**config.mk**
```make
export PLATFORM = sky130hd
export DESIGN_NAME = store_wr_burst_ctrl
export DESIGN_NICKNAME = d
export VERILOG_FILES = /design/src/rtl/bna_axi_pkg.sv /design/src/rtl/store_wr_burst_ctrl.sv
export SDC_FILE = /design/constraint.sdc
export NUM_CORES = 1
export LEC_CHECK = 0
export ABC_AREA = 1
export CORE_UTILIZATION = 40
export CTS_BUF_LIST = sky130_fd_sc_hd__clkbuf_4
export DETAILED_ROUTE_END_ITERATION = 6
export DONT_BUFFER_PORTS = 1
export HOLD_SLACK_MARGIN = 0.1
export PLACE_DENSITY = 0.65
export SETUP_SLACK_MARGIN = 0.05
export SYNTH_ARGS = -nofsm -noshare
export SYNTH_HDL_FRONTEND = slang
export SYNTH_SLANG_ARGS = --single-unit
```
**constraint.sdc**
```tcl
create_clock -name clk -period 2.1 [get_ports clk]
set_clock_uncertainty 0.2 [all_clocks]
set_input_delay 0.21 -clock clk [delete_from_list [all_inputs] [get_ports clk]]
set_output_delay 0.21 -clock clk [all_outputs]
set_load 0.01 [all_outputs]
```
**src/rtl/bna_axi_pkg.sv**
```systemverilog
// Shared AXI constants, the store-burst FSM state type and the AWSIZE helper
// used by the accumulator-row write sequencer.
package bna_axi_pkg;

    localparam logic [1:0] AXI_BURST_INCR = 2'b01;
    localparam logic [1:0] AXI_RESP_OKAY  = 2'b00;

    typedef enum logic [2:0] {
        ST_IDLE,
        ST_ADDR,
        ST_LOAD,
        ST_DATA,
        ST_RESP
    } wr_state_e;

    // AXI encodes the beat size as log2 of the byte count.
    function automatic logic [2:0] axi_size(input int bytes_per_beat);
        logic [2:0] size;
        size = 3'd0;
        for (int i = 0; i < 8; i++) begin
            if ((1 << i) == bytes_per_beat) size = 3'(i);
        end
        return size;
    endfunction

endpackage

```
**src/rtl/store_wr_burst_ctrl.sv**
```systemverilog
// Drains one systolic-array accumulator row as a single AXI4 INCR write burst,
// steering the Store stage's word select and WDATA register load.
module store_wr_burst_ctrl
    import bna_axi_pkg::*;
#(
    parameter int AXI_WIDTH_ID     = 4,
    parameter int AXI_WIDTH_AD     = 32,
    parameter int AXI_WIDTH_DA     = 32,
    parameter int AXI_WIDTH_DS     = AXI_WIDTH_DA / 8,
    parameter int SYST_ARRAY_WIDTH = 32,
    parameter int SEL_WIDTH        = $clog2(SYST_ARRAY_WIDTH),
    parameter int AXI_ID_VALUE     = 0
) (
    input  logic                    clk,
    input  logic                    rst_n,
    input  logic                    start_i,
    input  logic [AXI_WIDTH_AD-1:0] base_addr_i,
    output logic                    busy_o,
    output logic                    done_o,
    output logic                    err_o,
    output logic                    store_data_reg_wr_en_o,
    output logic [SEL_WIDTH-1:0]    sel_store_data_o,
    output logic [AXI_WIDTH_ID-1:0] m_axi_memory_bus_AWID,
    output logic [AXI_WIDTH_AD-1:0] m_axi_memory_bus_AWADDR,
    output logic [7:0]              m_axi_memory_bus_AWLEN,
    output logic [2:0]              m_axi_memory_bus_AWSIZE,
    output logic [1:0]              m_axi_memory_bus_AWBURST,
    output logic                    m_axi_memory_bus_AWVALID,
    input  logic                    m_axi_memory_bus_AWREADY,
    output logic [AXI_WIDTH_DS-1:0] m_axi_memory_bus_WSTRB,
    output logic                    m_axi_memory_bus_WLAST,
    output logic                    m_axi_memory_bus_WVALID,
    input  logic                    m_axi_memory_bus_WREADY,
    input  logic [1:0]              m_axi_memory_bus_BRESP,
    input  logic                    m_axi_memory_bus_BVALID,
    output logic                    m_axi_memory_bus_BREADY
);

    // Aligning to a whole row keeps every burst inside one 4 KB page.
    localparam int                    ALIGN_BITS = $clog2(SYST_ARRAY_WIDTH * AXI_WIDTH_DS);
    localparam logic [AXI_WIDTH_AD-1:0] ADDR_MASK = {AXI_WIDTH_AD{1'b1}} << ALIGN_BITS;
    localparam logic [SEL_WIDTH-1:0]  LAST_BEAT  = SEL_WIDTH'(SYST_ARRAY_WIDTH - 1);

    wr_state_e               state;
    wr_state_e               state_nxt;
    logic [SEL_WIDTH-1:0]    beat;
    logic [AXI_WIDTH_AD-1:0] awaddr;
    logic                    err;
    logic                    last_beat;
    logic                    beat_adv;
    logic                    b_hs;
    logic                    start_acc;

    assign start_acc = (state == ST_IDLE) && start_i;
    assign last_beat = (beat == LAST_BEAT);
    assign beat_adv  = (state == ST_DATA) && m_axi_memory_bus_WREADY && !last_beat;
    assign b_hs      = (state == ST_RESP) && m_axi_memory_bus_BVALID;

    // NOTE: sequential state uses non-blocking assignments so every register
    // samples pre-edge values regardless of statement order.
    always_ff @(posedge clk or negedge rst_n) begin
        if (!rst_n) state <= ST_IDLE;
        else        state <= state_nxt;
    end

    // NOTE: the default assignment first guarantees no latch on any path.
    always_comb begin
        state_nxt = state;
        unique case (state)
            ST_IDLE: if (start_i) state_nxt = ST_ADDR;
            ST_ADDR: if (m_axi_memory_bus_AWREADY) state_nxt = ST_LOAD;
            ST_LOAD: state_nxt = ST_DATA;
            ST_DATA: if (m_axi_memory_bus_WREADY && last_beat) state_nxt = ST_RESP;
            ST_RESP: if (m_axi_memory_bus_BVALID) state_nxt = ST_IDLE;
            default: state_nxt = ST_IDLE;
        endcase
    end

    always_ff @(posedge clk or negedge rst_n) begin
        if (!rst_n) begin
            beat   <= '0;
            awaddr <= '0;
            err    <= 1'b0;
        end else if (start_acc) begin
            beat   <= '0;
            awaddr <= base_addr_i & ADDR_MASK;
            err    <= 1'b0;
        end else begin
            if (beat_adv) beat <= beat + SEL_WIDTH'(1);
            if (b_hs)     err  <= err | (m_axi_memory_bus_BRESP != AXI_RESP_OKAY);
        end
    end

    // While a beat is accepted, Store is told to fetch the next word so WDATA
    // is refreshed in the same edge and beats stream at one per cycle.
    assign store_data_reg_wr_en_o = (state == ST_LOAD) || beat_adv;
    assign sel_store_data_o       = beat_adv ? beat + SEL_WIDTH'(1) : beat;

    assign busy_o = (state != ST_IDLE);
    assign done_o = b_hs;
    assign err_o  = err;

    assign m_axi_memory_bus_AWID    = AXI_WIDTH_ID'(AXI_ID_VALUE);
    assign m_axi_memory_bus_AWADDR  = awaddr;
    assign m_axi_memory_bus_AWLEN   = 8'(SYST_ARRAY_WIDTH - 1);
    assign m_axi_memory_bus_AWSIZE  = axi_size(AXI_WIDTH_DS);
    assign m_axi_memory_bus_AWBURST = AXI_BURST_INCR;
    assign m_axi_memory_bus_AWVALID = (state == ST_ADDR);
    assign m_axi_memory_bus_WSTRB   = '1;
    assign m_axi_memory_bus_WLAST   = (state == ST_DATA) && last_beat;
    assign m_axi_memory_bus_WVALID  = (state == ST_DATA);
    assign m_axi_memory_bus_BREADY  = (state == ST_RESP);

endmodule

```
# After elaboration in Yosys (flattened, before gate mapping)
# Index checks and enable logic that the tools add are counted.
[op_classes] n_addsub=1 eq_ne=9 mux=9 bitwise_logic=1 reduce_logical=13
[op_table] operator="$pmux W3 S5" count=1
[op_table] operator="$mux W3" count=4
[op_table] operator="$mux W5" count=2
[op_table] operator="$eq A3 B2 Y1 const B" count=2
[op_table] operator="$logic_and A1 B1 Y1" count=6
[op_table] operator="$add A5 B1 Y5 const B" count=1
[op_table] operator="$eq A5 B5 Y1 const B" count=1
[op_table] operator="$ne A2 B1 Y1 const B" count=2
[op_table] operator="$ne A2 B2 Y1 const B" count=2
[op_table] operator="$reduce_and A4 Y1" count=1
[op_table] operator="$reduce_bool A2 Y1" count=2
[op_table] operator="$eq A3 B1 Y1 const B" count=1
[op_table] operator="$eq A3 B3 Y1 const B" count=1
[op_table] operator="$logic_not A3 Y1" count=1
[op_table] operator="$reduce_bool A3 Y1" count=1
[op_table] operator="$mux W1" count=2
[op_table] operator="$logic_not A1 Y1" count=1
[op_table] operator="$logic_or A1 B1 Y1" count=1
[op_table] operator="$or A1 B1 Y1" count=1
[totals] regBits=34 inputBits=40

# Logic depth before layout (Yosys ltp)
# Gate-level depths: netlist (run 1).
[depth] ltp_word=5 depth_mapped=10 mapped_depth_nobuf=10

# Worst setup path after synthesis (run 1)
# Ideal clock, no wire load.
[synth_path] path_kind="reg-to-output" start="register beat[0]" end="output sel_store_data_o[1]" arrival_time_ns=1.365 slack_ns=0.325 stages_incl_launch_ff=9 path_cell_list="dfrtp_1 ha_1 inv_1 nor3_1 ha_1 inv_1 nand3_4 o21ai_2 inv_1"
[synth_via] elab_chain_len=4 word_cells_on_any_way=5
[synth_rtl] item="from (decl)" line="store_wr_burst_ctrl.sv:46" text="logic [SEL_WIDTH-1:0] beat;"
[synth_rtl] item="from (signal assigned)" line="store_wr_burst_ctrl.sv:89" text="if (beat_adv) beat <= beat + SEL_WIDTH'(1);"
[synth_rtl] item="branches (longest 3 deep; another with $add A5 B1 Y5)"
[synth_rtl] item="$mux W5 *" line="store_wr_burst_ctrl.sv:97" text="assign sel_store_data_o = beat_adv ? beat + SEL_WIDTH'(1) : beat;"
[synth_rtl] item="to (decl)" line="store_wr_burst_ctrl.sv:22" text="output logic [SEL_WIDTH-1:0] sel_store_data_o,"
# Mark *: on every way between the ends.

# Worst setup path in the final report (run 1)
# Same ends and word-level chain as after synthesis.

==> metrics.csv, run 1 <==
stage,metric,value,unit
final_layout,layout-drive-gt1-share,17.8,%
die,chipHeight,69.1,um
yosys,synth_cell_types,21,
cts,clk_pin_slew,0.10,ns
yosys,netlist_area,1800,um2
yosys,synth_area_per_cell,7.97,um2
yosys,synth.top_cell.area_share,47.2,%
routing,drc,0,
cts,insertion_delay,0.32,ns
worst_setup_path,timing.rr.start,beat[0],
sta,rsz0062_at_grt,yes,
final_layout,post-route-util,51.4,%
yosys,yosysWarnings,0,
sta,min_period_over_period,100,%
placement,port-buffer-count,0,
cts,cts-root-buf,clkbuf_4,
worst_setup_path,criticalPathCategory,flop to output port,
die,ios,106,
yosys,synth_seq_area_share,47.2,%
grt,grt_pass1_wl,6.16,mm
worst_setup_path,r2r_slack,0.28,ns
grt,antenna_found_initial,0,
die,die_x,69.1,um
worst_setup_path,cp.arrival,1.69,ns
pwr,finalPower,0.00272,W
worst_setup_path,start_kind,flop,
sta,slew_viol_final,0,
sta,setup_slack,-0.00273,ns
grt,track_usage,16.6,%
hold_path,min_path_type,input pin to flop,
routing,wl_per_cell,12.1,um
cts,cts_tree,yes,
status,status,"complete, but fails checks",
worst_setup_path,crit_path_end,sel_store_data_o[1],
pwr,p_leak,1.20,nW
routing,first_iter_violations,44,
pwr,power_density,1220,nW/um2
die,dieArea,4780,um2
yosys,synth_area_leader_cell,dfrtp_1,
cts,cts_made_buffers,5,
cts,cts_max_path_buffers,2,
worst_setup_path,end_kind,output port,
die,start_util,41.4,%
sta,fmax,476,MHz
cts,numClockSinks,34,
worst_setup_path,reg2reg_to,state[0],
placement,dp_hpwl,2.26,mm
worst_setup_path,reg2regPathDepth,11,
sta,hold_ws,0.124,ns
yosys,synthCells,226,
routing,wl,3.88,mm
final_layout,fin_nets,310,
routing,viasPerCell,4.47,
final_layout,area_growth,24.2,%
sta,slew-limit-headroom,64.2,%
grt,grt_max_degree,35,
final_layout,antenna_cells,0,
status,violations,negative setup slack,
worst_setup_path,critPathRequiredTime,1.69,ns
grt,grt_pass1_vias,1407,
sta,hold_viol,0,
final_layout,layout_common_cells,"95 x nand2_1, 34 x dfrtp_1, 32 x dlygate4sd3_1, 28 x conb_1, 14 x inv_1",
pwr,ir_drop,0.721,mV
die,coreArea,4350,um2
die,row_count,24,
routing,dr.pass1.iters,3,
final_layout,layout_commonest_cell,nand2_1,
sta,finalSetupViolations,1,
routing,antenna_violating_nets_post_route,0,
routing,vias,1435,
yosys,ys_ff_latch,34,
run,maxCapViolations,0,
sta,finalCriticalPeriod,2.10,ns
placement,routabilityCongestion,0.766,
yosys,synth_area_leaders,"dfrtp_1 47%, nand2_1 22%, buf_4 13%, inv_1 3.8%, nand3_4 1.9%",
grt,grt-ovfl-total,0,
cts,h-tree-depth,2,
worst_setup_path,critPathLaunch,beat[0],
sta,tightest_slew,0.536,ns
worst_setup_path,cp_max_fo,7,
## kinds of logic (layout without fill, tap and decap cells)
family                     after synthesis  count (layout)  synth area share (%)
AOI/OAI and AO/OA                        8               8                  3.06
DFF                                     34              34                  47.2
and+or+nand+nor                        128             128                  30.5
buffers and inverters                   52              69                  17.4
adders and majority gates                2               2                  1.39
other                                    2              28                 0.417
## power breakdown
part           switching, W  leakage, nW  total (W)  internal, W
logic              0.000690        0.736    0.00109     0.000398
registers          0.000350        0.430    0.00129     0.000941
clock network      0.000207       0.0331   0.000345     0.000139
## flip-flops by register name, indices dropped and copies added (netlist names)
| signal | cells |
|---|---|
| state | 3 |
| err_o | 1 |
| beat | 5 |
| m_axi_memory_bus_AWADDR | 25 |
## worst min path at each step
| stage | startpoint | to | slack [ns] | depth (start not counted) |
|---|---|---|---|---|
| CTS | rst_n | m_axi_memory_bus_AWADDR[20] | 0.10 | 2 |
| finish | start_i | m_axi_memory_bus_AWADDR[7] | 0.12 | 4 |
| detailed placement | rst_n | m_axi_memory_bus_AWADDR[31] | -0.28 | 0 |
| global route | rst_n | m_axi_memory_bus_AWADDR[31] | 0.12 | 2 |
| global placement | rst_n | m_axi_memory_bus_AWADDR[31] | -0.28 | 0 |
| floorplan | rst_n | beat[0] | -0.29 | 0 |
## routing by layer
metal	GRT usage [%]	part of all wire [%]	up-vias
met5	0	0	-
met4	6.80	2.3	0
met3	7.46	7.9	12
met2	29.3	51	72
met1	16.7	39	641
li1	-	-	710
## cell usage after synthesis, drive strengths merged
master,instances
inv,19
buf,33
nand3b,1
nor3,1
a21oi,4
dfrtp,34
nand4,1
o21ai,4
conb,2
nor2,12
nand2,106
nand3,7
ha,2
## worst max-delay path, stage by stage, from the launching register on
cell and delay [ns]:
dfrtp_1 0.40, ha_2 0.19, inv_2 0.06, nor3_2 0.04
ha_2 0.19, inv_2 0.08, nand3_4 0.15, nand2_2 0.14
o21ai_4 0.07, inv_2 0.07
## stage by stage
step	cells	cell area (um2)	setup TNS, ns	setup slack [ns]
CTS	318	2210	-0.0326	-0.0237
global placement	272	1730	0	0.221
floorplan	252	1900	0	0.325
detailed placement	272	1730	0	0.203
finish	321	2240	-0.00273	-0.00273
global route	321	2240	-0.409	-0.105
## final cells by class
class | count | area, um2
Fill cell | 415 | 2120
Sequential cell | 34 | 851
Timing Repair Buffer | 42 | 408
Clock inverter | 2 | 8.76
Clock buffer | 6 | 45.0
Inverter | 19 | 71.3
Tap cell | 52 | 65.1
Multi-Input combinational cell | 166 | 790
## repair_timing
action | in CTS | in global routing
setup endpoints to repair | 7 | 6
hold buffers | 33 | 0
buffers inserted | 5 | 3
pin swaps | 4 | 6
hold endpoints to repair | 67 | 0
resized for setup | 16 | 4
Note: power is estimated with default switching activity, not from simulation.
==> run 2: changes to the inputs <==
Settings changed: CORE_UTILIZATION 40 to 45, PLACE_DENSITY 0.65 to 0.71.
==> metrics.csv, run 2 (synthesized netlist as in run 1, its figures left out) <==
stage,metric,value,unit,change
worst_setup_path,r2r_slack,0.21,ns,was 0.28 ns
sta,rsz0062_at_grt,yes,,unchanged
routing,antenna_violating_nets_post_route,0,,unchanged
pwr,p_int,0.00152,W,was 0.00148 W
sta,finalSetupViolations,2,,was 1
routing,wl_per_cell,12.6,um,was 12.1 um
final_layout,post-route-util,60.7,%,was 51.4%
cts,cts_max_path_buffers,2,,unchanged
die,die_x,65.3,um,was 69.1 um
grt,antenna_found_initial,0,,unchanged
worst_setup_path,cp.arrival,1.71,ns,was 1.69 ns
die,row_count,22,,was 24
pwr,p_comb_share,41.5,%,was 39.9%
worst_setup_path,criticalPathCategory,flop to output port,,unchanged
grt,track_usage,20.2,%,was 16.6%
sta,finalCriticalPeriod,2.12,ns,was 2.10 ns
final_layout,area_growth,26.0,%,was 24.2%
pwr,power_density,1230,nW/um2,was 1220 nW/um2
sta,min_period_over_period,101,%,was 100%
worst_setup_path,cp_max_fo,7,,unchanged
pwr,p_sw,0.00127,W,was 0.00125 W
sta,setup_slack,-0.0178,ns,was -0.00273 ns
sta,setup_tns,-0.0328,ns,was -0.00273 ns
grt,grt_max_degree,35,,unchanged
grt,grt_pass1_wl,6.38,mm,was 6.16 mm
final_layout,largest_register_ffs,25,,unchanged
status,status,"complete, but fails checks",,unchanged
grt,grt_pass1_vias,1454,,"was 1,407"
sta,hold_viol,0,,unchanged
routing,first_iter_violations,56,,was 44
sta,tightest_slew,0.585,ns,was 0.536 ns
worst_setup_path,slowest_delay,0.40,ns,about the same
die,ios,106,,unchanged
routing,vias,1484,,"was 1,435"
cts,insertion_delay,0.32,ns,about the same
pwr,pwr-share-clk,12.2,%,was 12.7%
worst_setup_path,cpMaxStageDelayCell,dfrtp_1,,unchanged
worst_setup_path,end_kind,output port,,unchanged
sta,slew-limit-headroom,60.9,%,was 64.2%
run,maxCapViolations,0,,unchanged
final_layout,antenna_cells,0,,unchanged
hold_path,min_path_type,input pin to asynchronous set/reset pin,,was input pin to flop
status,violations,negative setup slack,,unchanged
worst_setup_path,cpLargestDelayFamily,flip-flops,,unchanged
die,dieArea,4260,um2,was 4780 um2
placement,port-buffer-count,0,,unchanged
cts,h-tree-depth,2,,unchanged
cts,cts_tree,yes,,unchanged
routing,wl,4.04,mm,was 3.88 mm
cts,clk_pin_slew,0.10,ns,about the same
worst_setup_path,crit_buf_inv,3,,unchanged
pwr,p_leak,1.21,nW,was 1.20 nW
pwr,seqPwrFrac,46.3,%,was 47.4%
routing,dr.pass1.iters,4,,was 3
final_layout,layout_common_cells,"97 x nand2_1, 34 x dfrtp_1, 32 x dlygate4sd3_1, 28 x conb_1, 14 x inv_1",,"was 95 x nand2_1, 34 x dfrtp_1, 32 x dlygate4sd3_1, 28 x conb_1, 14 x inv_1"
cts,cts_made_buffers,5,,unchanged
worst_setup_path,crit_top_cell,inv_2,,unchanged
die,coreArea,3740,um2,was 4350 um2
sta,fmax,472,MHz,was 476 MHz
routing,drc,0,,unchanged
die,start_util,48.1,%,was 41.4%
die,chipHeight,65.3,um,was 69.1 um
worst_setup_path,critPathRequiredTime,1.69,ns,about the same
sta,slew_viol_final,0,,unchanged
routing,viasPerCell,4.64,,was 4.47
worst_setup_path,start_kind,flop,,unchanged
placement,dp_hpwl,2.33,mm,was 2.26 mm
grt,grt-ovfl-total,0,,unchanged
final_layout,fin_nets,313,,was 310
final_layout,nFillCells,341,,was 415
pwr,ir_drop,0.584,mV,was 0.721 mV
final_layout,layout-drive-gt1-share,18.8,%,was 17.8%
placement,routabilityCongestion,0.782,,was 0.766
cts,numClockSinks,34,,unchanged
cts,cts-root-buf,clkbuf_4,,unchanged
worst_setup_path,crit_chain,ha_2 > inv_2 > nor3_2 > ha_2 > inv_2 > nand3_4 > o21ai_4 > inv_2,,was ha_2 > inv_2 > nor3_2 > ha_2 > inv_2 > nand3_4 > nand2_2 > o21ai_4 > inv_2
pwr,p_sw_share,45.6,%,was 45.8%
final_layout,layout_commonest_cell,nand2_1,,unchanged
==> run 2: stage by stage <==
step           instances  setup WS, ns  power (W)  hold WS (ns)  area (um2)
4_1_cts              317        0.0245    0.00272         0.111        2220
6_report             320       -0.0178    0.00279         0.130        2270
5_1_grt              320        -0.127    0.00303         0.124        2270
3_3_place_gp         268         0.214    0.00216        -0.285        1720
3_5_place_dp         268         0.188    0.00220        -0.285        1720
2_1_floorplan        252         0.325    0.00205        -0.286        1900
==> run 2: timing repair <==
| action | CTS | global route |
|---|---|---|
| endpoints found under the setup margin | 7 | 8 |
| gates resized for setup | 15 | 8 |
| endpoints found under the hold margin | 68 | 0 |
| setup buffers | 8 | 3 |
| pin swaps | 6 | 6 |
| hold buffers | 33 | 0 |
==> run 2: power by group through the flow <==
stage	logic [W]	registers (W)	clock network (W)
after floorplan	0.000809	0.00124	0
after global placement	0.000853	0.00130	0
after detailed placement	0.000897	0.00130	0
after CTS	0.00108	0.00129	0.000361
after global routing	0.00131	0.00133	0.000394
final	0.00116	0.00129	0.000341
==> run 2: final cells by class <==
class | count | area [um2] | share of cell area (%)
flip-flops and latches | 34 | 851 | 37.5
multi-input cells | 166 | 805 | 35.4
repair buffers | 45 | 430 | 19.0
inverters | 19 | 71.3 | 3.14
well taps | 48 | 60.1 | 2.64
clock buffers | 6 | 45.0 | 1.98
clock inverters | 2 | 8.76 | 0.386
==> run 2: path summary, 6_finish.rpt <==
kind / to / depth (start not counted) / from
worst max-delay path: sel_store_data_o[1] / 8 / beat[0]
worst min-delay path: err_o / 2 / rst_n
worst max register to register: beat[4] / 10 / beat[0]
worst min register to register: m_axi_memory_bus_AWADDR[27] / 2 / m_axi_memory_bus_AWADDR[27]
max in group asynchronous: m_axi_memory_bus_AWADDR[22] / 2 / rst_n
min in group clk: m_axi_memory_bus_AWADDR[7] / 4 / start_i
==> run 2: metal layers <==
layer	track usage, %	vias up	share of wire [%]
met4	6.52	0	1.4
met2	38.0	65	54
li1	-	715	-
met3	8.16	8	6.6
met1	19.6	696	38
met5	0	-	0
==> run 2: worst register-to-register path, delay by kind of cell (launching register included) <==
kind | cells | cell delay, ns
adder cells (fa/ha/maj) | 2 | 0.38
AO/OA/AOI/OAI | 1 | 0.21
flip-flops | 1 | 0.40
buffers and inverters | 4 | 0.37
AND/OR/NAND/NOR | 3 | 0.24
